File: src/rtl/tpdf_dither.sv
// tpdf_dither: requantizes a signed sample stream to a narrower width using TPDF
// dither, round-half-up, optional first-order error feedback and output saturation.
module tpdf_dither #(
  parameter int INPUT_WIDTH   = 32,
  parameter int OUTPUT_WIDTH  = 24,
  parameter int RANDOM_WIDTH  = 32,
  parameter int NOISE_SHAPING = 0
) (
  input  logic                    clk,
  input  logic                    rst_n,
  input  logic [RANDOM_WIDTH-1:0] random_in,
  input  logic                    dither_en,
  input  logic [INPUT_WIDTH-1:0]  s_data,
  input  logic                    s_valid,
  output logic                    s_ready,
  output logic [OUTPUT_WIDTH-1:0] m_data,
  output logic                    m_valid,
  input  logic                    m_ready,
  output logic                    clip
);

  localparam int D  = INPUT_WIDTH - OUTPUT_WIDTH;
  localparam int SW = INPUT_WIDTH + 3;

  localparam logic signed [SW-1:0] HALF     = SW'(1) <<< (D - 1);
  localparam logic signed [SW-1:0] TPDF_OFS = (SW'(1) <<< D) - SW'(1);
  localparam logic signed [SW-1:0] OUT_MAX  = (SW'(1) <<< (OUTPUT_WIDTH - 1)) - SW'(1);
  localparam logic signed [SW-1:0] OUT_MIN  = -(SW'(1) <<< (OUTPUT_WIDTH - 1));
  localparam logic signed [D:0]    ERR_HALF = (D + 1)'(1) <<< (D - 1);

  if (D < 1 || D > 16) begin : g_bad_width
    $fatal(1, "tpdf_dither: INPUT_WIDTH-OUTPUT_WIDTH must be in 1..16");
  end
  if (RANDOM_WIDTH < 2 * D) begin : g_bad_random
    $fatal(1, "tpdf_dither: RANDOM_WIDTH must be at least 2*(INPUT_WIDTH-OUTPUT_WIDTH)");
  end

  logic [D-1:0]         r1;
  logic [D-1:0]         r2;
  logic signed [SW-1:0] tpdf;
  logic signed [SW-1:0] fb;
  logic signed [SW-1:0] sum;
  logic signed [SW-1:0] q;
  logic signed [D:0]    err;
  logic signed [D:0]    err_next;
  logic                 sat_hi;
  logic                 sat_lo;
  logic                 accept;
  logic                 unused_bits;

  assign s_ready = !m_valid || m_ready;
  assign accept  = s_valid && s_ready;
  assign r1      = random_in[D-1:0];
  assign r2      = random_in[2*D-1:D];

  // The sum is kept three bits wider than the input so dither, rounding offset
  // and feedback can never wrap before the floor shift and saturation.
  always_comb begin
    tpdf = '0;
    if (dither_en) begin
      tpdf = SW'(r1) + SW'(r2) - TPDF_OFS;
    end
    fb       = (NOISE_SHAPING != 0) ? SW'(err) : '0;
    sum      = SW'($signed(s_data)) + tpdf + HALF - fb;
    q        = sum >>> D;
    sat_hi   = q > OUT_MAX;
    sat_lo   = q < OUT_MIN;
    err_next = $signed({1'b0, sum[D-1:0]}) - ERR_HALF;
  end

  assign unused_bits = ^{random_in, sum, q, err_next};

  // Single output register; a clipped sample resets the feedback error so a
  // saturation event cannot be smeared into the following samples.
  always_ff @(posedge clk or negedge rst_n) begin
    if (!rst_n) begin
      m_valid <= 1'b0;
      m_data  <= '0;
      clip    <= 1'b0;
      err     <= '0;
    end else if (accept) begin
      m_valid <= 1'b1;
      clip    <= sat_hi || sat_lo;
      if (sat_hi) begin
        m_data <= OUT_MAX[OUTPUT_WIDTH-1:0];
      end else if (sat_lo) begin
        m_data <= OUT_MIN[OUTPUT_WIDTH-1:0];
      end else begin
        m_data <= q[OUTPUT_WIDTH-1:0];
      end
      if (NOISE_SHAPING != 0) begin
        err <= (sat_hi || sat_lo) ? '0 : err_next;
      end
    end else if (m_ready) begin
      m_valid <= 1'b0;
    end
  end

endmodule

File: config.mk
export PLATFORM = sky130hd
export DESIGN_NAME = tpdf_dither
export DESIGN_NICKNAME = d
export VERILOG_FILES = /design/src/rtl/tpdf_dither.sv
export SDC_FILE = /design/constraint.sdc
export NUM_CORES = 1
export LEC_CHECK = 0
export CORE_MARGIN = 2
export CORE_UTILIZATION = 35
export DETAILED_ROUTE_END_ITERATION = 10
export PLACE_DENSITY = 0.68
export SLEW_MARGIN = 20
export SYNTH_ARGS = -nofsm -noshare
export SYNTH_HDL_FRONTEND = slang
export SYNTH_SLANG_ARGS = --single-unit
File: constraint.sdc
create_clock -name clk -period 2 [get_ports clk]
set_input_delay 0.3 -clock clk [delete_from_list [all_inputs] [get_ports clk]]
set_output_delay 0.3 -clock clk [all_outputs]
set_load 0.005 [all_outputs]
==> impl_metrics.py <==
metrics = {
    "timing": {
        "tightest_slew_ns": 0.512,
        "rsz0062_at_grt": "true",
        "worst_slack_ns": -2.32,
        "finalHoldViolations": 0,
        "slew_violations": 0,
        "timing.fmax_mhz": 232,
        "final-setup-viol-count": 25,
        "relSlewSlack": 0.658,
        "skew_ns": 0.00113,
        "min_period_ns": 4.32,
        "period_share": 2.16,
    },
    "layout": {
        "fin_util": 0.696,
        "layout.nets": 785,
        "multi_input_comb_area_mm2": 0.00414,
        "regArea_um2": 651,
        "final_common_cell": "buf_4",
        "layout-drive-gt1-share": 0.514,
        "syn_to_final_growth_pct": 91.9,
        "antenna_cells": 0,
        "fin_area_mm2": 0.00722,
        "fillers": 726,
        "mostFrequentLayoutCells": "129 x buf_4, 70 x clkdlybuf4s50_1, 48 x nand2_1, 44 x ha_4, 26 x dfrtp_1",
    },
    "setup_path": {
        "worstReg2RegEnd": "m_data[3]",
        "start_kind": "primary input",
        "worst-r2r-setup-slack_ns": 0.49,
        "rr_startpoint": "m_valid",
        "cpMostUsedCell": "o21ai_2",
        "crit_required_ns": 2.16,
        "critical_path_arrival_ns": 4.48,
        "cp_cell_sequence": "buf_8 > ha_4 > nor2b_4 > o21ai_2 > a21boi_2 > o21ai_2 > a21oi_2 > o21a_1 > o21ai_2 > and3b_4 > buf_12 > buf_12 > buf_4 > ha_4 > ha_4 > nand4_1 > nor4_4 > o21ai_2 > o2111ai_2 > o221a_4 > nand2_4 > a21oi_4 > clkbuf_16 > o311ai_4",
        "cpMaxStageDelayCell": "a21oi_4",
        "reg2reg_depth": 6,
        "critPathMaxFanout": 8,
        "worstSetupPathType": "primary input to register",
        "cp_slowest_stage_delay_ns": 0.28,
        "cp-end-kind": "register",
    },
    "yosys": {
        "ys.flop_type": "dfrtp_1",
        "syn_area_mm2": 0.00376,
        "synth_cell_types": 72,
        "yosysWarnings": 0,
        "syn_inst": 423,
        "syn_nets": 563,
        "synth_edf_count": 0,
        "yosys_register_bits": 26,
        "yosysTopAreaCell": "ha_1",
        "synthTopCellsByArea": "ha_1 23%, dfrtp_1 17%, o311ai_2 7.8%, nand2_1 5.8%, a21oi_1 5.2%",
        "synth_top_area_share": 0.233,
        "syn_avg_cell_area_um2": 8.89,
        "async_reset_ff_frac": 1.00,
        "seq_area_frac_synth": 0.173,
    },
    "drt": {
        "dr_total_vias": 4285,
        "dr.pass1.iters": 4,
        "drt_iter0_drc": 140,
        "avgViaCountPerCell": 5.49,
        "ant_nets": 0,
        "wl_per_cell_um": 18.1,
        "drcViolationCount": 0,
        "postRouteWirelength_um": 14100,
    },
    "global_route": {
        "busiest_layer": "met2",
        "use_met1": 0.250,
        "antenna_found_initial": 0,
        "first_global_vias": 4432,
        "globalRoute.totalOverflow": 0,
        "use_met2": 0.429,
        "grt_max_degree": 27,
        "use_met3": 0.0212,
        "grt_usage": 0.222,
        "grt_pass1_wl_um": 20600,
    },
    "floorplanning": {
        "die_y_um": 108,
        "ios": 96,
        "core_mm2": 0.0104,
        "die-area_mm2": 0.0116,
        "rows": 37,
        "die_x_um": 108,
        "initial_core_util": 0.363,
    },
    "cts": {
        "cts_tree": "yes",
        "clock_path_buffers": 2,
        "cts_root_buffer": "clkbuf_8",
        "cts_sinks": 26,
        "clkTransAtPathRegs_ns": 0.09,
        "cts-htree-levels": 1,
        "cts_buffers": 3,
        "clock_latency_ns": 0.29,
    },
    "min_path": {
        "hp-class": "primary input to asynchronous set/reset pin",
    },
    "placement": {
        "portBuffers": 79,
        "hpwlAfterDp_um": 9230,
        "placed_area_mm2": 0.00581,
        "dp_slack_ns": -3.12,
        "finalWeightedCongestion": 0.883,
    },
    "power_and_ir_drop": {
        "power_density_mw_per_mm2": 698,
        "peakVddDrop_uv": 472,
        "p_leak_nw": 3.01,
    },
    "status": {
        "failed_checks": "negative setup slack",
        "status": "complete, but fails checks",
    },
    "flow_run": {
        "drv_cap": 0,
    },
}
==> cell type report <==
class / instances / area share
tap: 136 / 0.0236
multi-input combinational: 363 / 0.573
clock buffer: 4 / 0.00763
inverter: 20 / 0.0104
timing repair buffer: 231 / 0.295
sequential: 26 / 0.0901
==> synth_stat cells (2+ instances only) <==
cell and instances:
nand3_1 6, nand2b_1 2, nand4b_1 2, and4_1 2, o311ai_2 18, o211ai_1 6, o311ai_0 2, a31oi_1 3
nand3b_1 2, a21boi_0 2, and2_1 5, nor3_1 7, clkbuf_8 2, ha_1 70, nor3b_1 3, nor2_1 16
a32oi_1 3, xor2_1 13, nor4_1 3, inv_1 20, nand4_1 6, o21ai_0 24, a21o_1 4, a211oi_1 4
buf_6 4, o21bai_1 3, o21a_1 4, o311ai_4 2, clkbuf_1 4, dfrtp_1 26, nand2_1 58, buf_2 2
nor2b_1 3, a21oi_1 39, o21ai_1 4, and3b_1 3, xnor2_1 11
==> registers in the layout, indices dropped and copies added, names as in the netlist <==
signal,cells
clip,1
m_data,24
m_valid,1
==> worst max-delay path, delay by kind of cell <==
family                     cells  cell delay [ns]
AOI/OAI and AO/OA             11             1.83
adders and majority gates      3             0.68
and+or+nand+nor                5             0.94
buffers and inverters          5             0.72
==> per-layer routing <==
layer | share of wire | routed length, um
met5 | 0 | 0
met4 | 0.031 | 432
met3 | 0.045 | 633
met2 | 0.54 | 7570
met1 | 0.39 | 5470
==> metrics by stage <==
step	instances	hold slack (ns)	power, mW	TNS, ns
finish	780	0.383	5.04	-56.60
global route	780	0.413	5.31	-59.47
CTS	773	0.414	4.50	-54.24
detailed placement	731	0.496	3.65	-76.35
global placement	731	0.489	3.58	-74.53
floorplan	423	0.00441	2.38	-54.25
==> logic make-up after synthesis <==
| family | after synthesis | synth area share |
|---|---|---|
| DFF | 26 | 0.173 |
| buffers and inverters | 34 | 0.0505 |
| xor gates and xnor gates | 24 | 0.0559 |
| adders and majority gates | 71 | 0.238 |
| muxes | 1 | 0.00266 |
| AOI/OAI and AO/OA | 138 | 0.301 |
| and+or+nand+nor | 129 | 0.179 |
==> where the power goes <==
part	internal (mW)	leakage, nW	switching, mW
sequential	0.723	0.313	0.124
combinational	2.10	2.67	1.74
clock	0.177	0.0288	0.172
total	3.00	3.01	2.04
==> worst max path at each step <==
stage	depth (start not counted)	to	start	slack [ns]
floorplan	20	m_data[0]	random_in[1]	-2.21
global placement	22	m_data[13]	random_in[1]	-3.04
detailed placement	22	m_data[13]	random_in[1]	-3.12
CTS	25	m_data[3]	random_in[9]	-2.22
global route	23	m_data[1]	random_in[9]	-2.43
finish	24	m_data[1]	random_in[9]	-2.32
==> timing repair <==
item / 4_1_cts / 5_1_grt
cloned: 4 / 1
setup endpoints to repair: 25 / 25
setup buffers: 34 / 8
hold buffers: 0 / 0
pin swaps: 63 / 34
resized for setup: 126 / 75
Power figures use the tool's default switching activity.
